[config.mk]
export PLATFORM = sky130hd
export DESIGN_NAME = axis_deadlock_monitor_param
export DESIGN_NICKNAME = d
export VERILOG_FILES = /design/src/rtl/axis_deadlock_monitor_param.sv
export SDC_FILE = /design/constraint.sdc
export NUM_CORES = 1
export LEC_CHECK = 0
export CORE_ASPECT_RATIO = 1.4
export CORE_MARGIN = 2
export CORE_UTILIZATION = 52
export DETAILED_ROUTE_END_ITERATION = 6
export PLACE_DENSITY_LB_ADDON = 0.08
export SYNTH_ARGS = -nofsm -noshare
export SYNTH_HDL_FRONTEND = slang
export SYNTH_SLANG_ARGS = --single-unit
[constraint.sdc]
create_clock -name kernel_monitor_clock -period 3.3 [get_ports kernel_monitor_clock]
set_input_delay 0.66 -clock kernel_monitor_clock [delete_from_list [all_inputs] [get_ports kernel_monitor_clock]]
set_output_delay 0.66 -clock kernel_monitor_clock [all_outputs]
set_load 0.005 [all_outputs]
[src/rtl/axis_deadlock_monitor_param.sv]
// Deadlock monitor for AXIS streaming kernels: qualifies a persistent all-stalled
// condition over TIMEOUT cycles and latches a sticky report for software to read.
module axis_deadlock_monitor_param #(
    parameter int N_AXIS  = 4,
    parameter int N_INST  = 3,
    parameter int TIMEOUT = 16,
    parameter int EVT_W   = 8,
    localparam int IDX_W  = (N_AXIS > 1) ? $clog2(N_AXIS) : 1
) (
    input  logic              kernel_monitor_clock,
    input  logic              kernel_monitor_reset,
    input  logic [N_AXIS-1:0] axis_block_sigs,
    input  logic [N_INST-1:0] inst_idle_sigs,
    input  logic [N_INST-1:0] inst_block_sigs,
    input  logic              clear,
    output logic              block,
    output logic              block_pulse,
    output logic              block_sticky,
    output logic [N_AXIS-1:0] blk_snapshot,
    output logic [IDX_W-1:0]  first_idx,
    output logic [EVT_W-1:0]  event_count
);

    localparam int CNT_W = $clog2(TIMEOUT + 1);
    localparam logic [EVT_W-1:0] EVT_MAX = '1;

    typedef enum logic [1:0] {IDLE, ARMED, BLOCKED} state_t;

    state_t             state_q, state_d;
    logic [CNT_W-1:0]   cnt_q, cnt_d;
    logic               blockPulse_q;
    logic               blockSticky_q, blockSticky_d;
    logic [N_AXIS-1:0]  blkSnapshot_q, blkSnapshot_d;
    logic [IDX_W-1:0]   firstIdx_q, firstIdx_d;
    logic [EVT_W-1:0]   eventCount_q, eventCount_d;
    logic [EVT_W-1:0]   eventBase;
    logic [IDX_W-1:0]   lowIdx;
    logic               candidate;
    logic               enterBlocked;

    // A fully idle system is quiescent, not deadlocked, so it is excluded.
    always_comb begin
        candidate = (&(inst_idle_sigs | inst_block_sigs)) & (|axis_block_sigs) & ~(&inst_idle_sigs);
    end

    always_comb begin
        lowIdx = '0;
        for (int k = N_AXIS - 1; k >= 0; k--) begin
            if (axis_block_sigs[k]) begin
                lowIdx = IDX_W'(k);
            end
        end
    end

    always_comb begin
        state_d      = state_q;
        cnt_d        = cnt_q;
        enterBlocked = 1'b0;
        case (state_q)
            IDLE: begin
                if (candidate) begin
                    if (TIMEOUT == 1) begin
                        state_d      = BLOCKED;
                        enterBlocked = 1'b1;
                        cnt_d        = '0;
                    end else begin
                        state_d = ARMED;
                        cnt_d   = CNT_W'(1);
                    end
                end
            end
            ARMED: begin
                if (!candidate) begin
                    state_d = IDLE;
                    cnt_d   = '0;
                end else if (cnt_q == CNT_W'(TIMEOUT - 1)) begin
                    state_d      = BLOCKED;
                    enterBlocked = 1'b1;
                    cnt_d        = '0;
                end else begin
                    cnt_d = cnt_q + CNT_W'(1);
                end
            end
            BLOCKED: begin
                if (!candidate) begin
                    state_d = IDLE;
                    cnt_d   = '0;
                end
            end
            default: begin
                state_d = IDLE;
                cnt_d   = '0;
            end
        endcase
    end

    // Clear is applied first so that a simultaneous entry overrides it.
    always_comb begin
        eventBase     = clear ? '0 : eventCount_q;
        blockSticky_d = clear ? 1'b0 : blockSticky_q;
        blkSnapshot_d = clear ? '0 : blkSnapshot_q;
        firstIdx_d    = clear ? '0 : firstIdx_q;
        eventCount_d  = eventBase;
        if (enterBlocked) begin
            blockSticky_d = 1'b1;
            blkSnapshot_d = axis_block_sigs;
            firstIdx_d    = lowIdx;
            eventCount_d  = (eventBase == EVT_MAX) ? eventBase : eventBase + EVT_W'(1);
        end
    end

    always_ff @(posedge kernel_monitor_clock) begin
        if (kernel_monitor_reset) begin
            state_q       <= IDLE;
            cnt_q         <= '0;
            blockPulse_q  <= 1'b0;
            blockSticky_q <= 1'b0;
            blkSnapshot_q <= '0;
            firstIdx_q    <= '0;
            eventCount_q  <= '0;
        end else begin
            state_q       <= state_d;
            cnt_q         <= cnt_d;
            blockPulse_q  <= enterBlocked;
            blockSticky_q <= blockSticky_d;
            blkSnapshot_q <= blkSnapshot_d;
            firstIdx_q    <= firstIdx_d;
            eventCount_q  <= eventCount_d;
        end
    end

    assign block        = (state_q == BLOCKED);
    assign block_pulse  = blockPulse_q;
    assign block_sticky = blockSticky_q;
    assign blk_snapshot = blkSnapshot_q;
    assign first_idx    = firstIdx_q;
    assign event_count  = eventCount_q;

endmodule

==> impl_metrics.py <==
metrics = {
    "logic_synthesis": {
        "yosysUniqueCellTypes": 40,
        "syn_area_sq_mm": 0.00126,
        "synth_top_area_share": 0.365,
        "synth_most_common_cell": "dfxtp_1",
        "synth_common_cells": "23 x dfxtp_1, 14 x a21oi_1, 11 x nand3_1",
        "ys_warn_count": 0,
        "seq_area_frac_synth": 0.365,
        "ys_ff_latch": 23,
        "synth_ff_type": "dfxtp_1",
        "synthArstFlopShare": 0,
        "synthTopCellsByArea": "dfxtp_1 37%, a21oi_1 5.6%, nand3_1 4.4%, o211ai_1 4.2%, nand2b_1 4.0%",
        "synth_fp_nets": 167,
        "synth_largest_area_cell": "dfxtp_1",
        "postSynthCellCount": 152,
        "avgSynthCellArea_sq_um": 8.29,
        "synth_edf_count": 0,
    },
    "layout": {
        "area_delta_synth_final_pct": 25.7,
        "antennaDiodeCount": 0,
        "nNetsFinal": 192,
        "drive_gt1_frac": 0.0625,
        "fin_area_sq_mm": 0.00158,
        "fillers": 199,
    },
    "sta": {
        "hold_viol_final": 0,
        "maxSlewHeadroom": 0.467,
        "drv_slew": 0,
        "min_period_ns": 2.62,
        "fin_setup_tns_ns": 0,
        "skew_ns": 0.00220,
        "grt_setup_unrepaired": "no",
        "setup_viol": 0,
        "clock.fmax_mhz": 381,
        "worst_slew_pin_slew_ns": 0.790,
        "period_share": 0.795,
    },
    "worst_setup_path": {
        "worstSetupPathType": "in2reg",
        "cp.arrival_ns": 2.87,
        "worstPathCellList": "clkdlybuf4s50_1 > nor4_1 > or4_1 > or4_1 > a21oi_1",
        "cp.required_ns": 3.55,
        "timing.critical_path.mode_cell": "or4_1",
        "worst-path-max-fanout": 18,
        "crit_buf_inv": 1,
        "cp-start-kind": "input pin",
        "critPathMaxStageDelay_ns": 0.82,
        "crit_slowest_cell": "or4_1",
        "end_kind": "flip-flop",
        "path_delay_family": "simple AND/OR/NAND/NOR gates",
    },
    "clock_network": {
        "clock_latency_ns": 0.30,
        "cts_sinks": 23,
        "cts.clk_slew.worst_paths_ns": 0.13,
        "postCtsSetupRepairBufs": 0,
        "cts_inserted_buffers": 3,
        "tritoncts": "yes",
        "clk_path_buf_depth": 2,
        "htree_levels": 1,
        "cts_resized": 0,
        "cts-root-buf": "clkbuf_4",
        "cts_hold_buf": 0,
    },
    "placement": {
        "place_hpwl_microns": 2200,
        "gp_congestion": 0.836,
        "place_area_sq_mm": 0.00156,
        "portBuffers": 29,
    },
    "route": {
        "ant_nets": 0,
        "wl_per_cell_microns": 15.4,
        "avgViaCountPerCell": 6.43,
        "drt-initial-drc-count": 44,
        "drc": 0,
        "first_pass_iters": 4,
        "vias": 1279,
        "routed_wl_microns": 3070,
    },
    "global_route": {
        "grt_max_degree": 24,
        "grt_first_pass_wirelength_microns": 5170,
        "grt.total_usage": 0.230,
        "grt_util_met1": 0.283,
        "first_global_vias": 1219,
        "antenna_found_initial": 0,
        "met3_usage": 0.0262,
        "overflow": 0,
        "top_usage_layer": "met2",
        "grt_use_met2": 0.394,
    },
    "power_and_ir_drop": {
        "finalPower_mw": 0.474,
        "vdd_drop_max_uv": 204,
        "powerDensity_mw_per_mm2": 299,
        "cellLeakagePower_nw": 0.538,
    },
    "die": {
        "initial_utilization": 0.539,
        "die_x_microns": 45.6,
        "die-area_sq_mm": 0.00284,
        "rows": 21,
        "num_io_pins": 30,
        "coreArea_sq_mm": 0.00234,
        "die_h_microns": 62.2,
    },
    "status": {
        "status": "finished clean",
    },
    "min_path": {
        "hp-class": "reg2reg",
    },
    "run": {
        "maxCapViolCount": 0,
    },
}
==> final timing paths <==
| check | end | slack, ns | startpoint | cells after the start |
|---|---|---|---|---|
| worst max register to register | event_count[0] | 1.23 | cnt_q[0] | 5 |
| worst min register to register | block_sticky | 0.47 | block_sticky | 2 |
| worst min-delay path | block_sticky | 0.47 | block_sticky | 2 |
| worst max-delay path | event_count[0] | 0.68 | axis_block_sigs[0] | 5 |
==> tightest hold or removal path, cell delays in order, from the launching register on <==
cell and delay (ns):
dfxtp_1 0.34, nand2_1 0.05, a21oi_1 0.05
==> routing by layer <==
layer | part of all wire | routed length [microns]
met1 | 0.43 | 1320
met2 | 0.52 | 1610
met3 | 0.034 | 103
met4 | 0.012 | 38
met5 | 0 | 0
==> sequential cells by signal, indices dropped and copies added (netlist names) <==
name / cells
blk_snapshot: 4
state_q: 2
cnt_q: 5
block_sticky: 1
first_idx: 2
block_pulse: 1
event_count: 8
==> kinds of logic after synthesis <==
| logic type | synth area share |
|---|---|
| AO/OA/AOI/OAI | 0.209 |
| multiplexers | 0.0258 |
| AND/OR/NAND/NOR | 0.327 |
| buffers and inverters | 0.0536 |
| flip-flops | 0.365 |
| adder cells (fa/ha/maj) | 0.0199 |
==> through the flow <==
stage	setup slack (ns)	hold slack [ns]	cells	util
floorplan	0.983	0.436	152	-
global placement	0.415	0.447	195	0.666
detailed placement	0.363	0.458	195	0.666
CTS	0.695	0.476	199	0.677
global route	0.576	0.492	199	0.677
finish	0.675	0.473	199	0.677
==> power breakdown <==
| group | internal [mW] | switching (mW) |
|---|---|---|
| sequential | 0.280 | 0.00367 |
| combinational | 0.0268 | 0.0348 |
| clock | 0.0451 | 0.0835 |
| total | 0.352 | 0.122 |
==> final cells by class <==
class,instances,area (sq um),area share
sequential,23,460,0.291
clock buffer,3,22.5,0.0142
clock inverter,1,5.00,0.00316
multi-input combinational,112,732,0.462
inverter,4,15.0,0.00948
timing repair buffer,33,320,0.202
tap,23,28.8,0.0182
==> layout by cell type (no fill, tap or decap), types with 4 or more instances in the layout <==
| cell | Yosys | layout |
|---|---|---|
| a21oi_1 | 14 | 14 |
| and4b_1 | 4 | 4 |
| buf_4 | 0 | 4 |
| clkdlybuf4s50_1 | 0 | 29 |
| dfxtp_1 | 23 | 23 |
| inv_1 | 4 | 4 |
| nand2_1 | 4 | 4 |
| nand2b_1 | 8 | 8 |
| nand3_1 | 11 | 11 |
| nand4_1 | 4 | 4 |
| nor2_1 | 10 | 10 |
| nor2b_1 | 4 | 4 |
| nor4_1 | 4 | 4 |
| o211ai_1 | 7 | 7 |
Power figures use the tool's default switching activity.
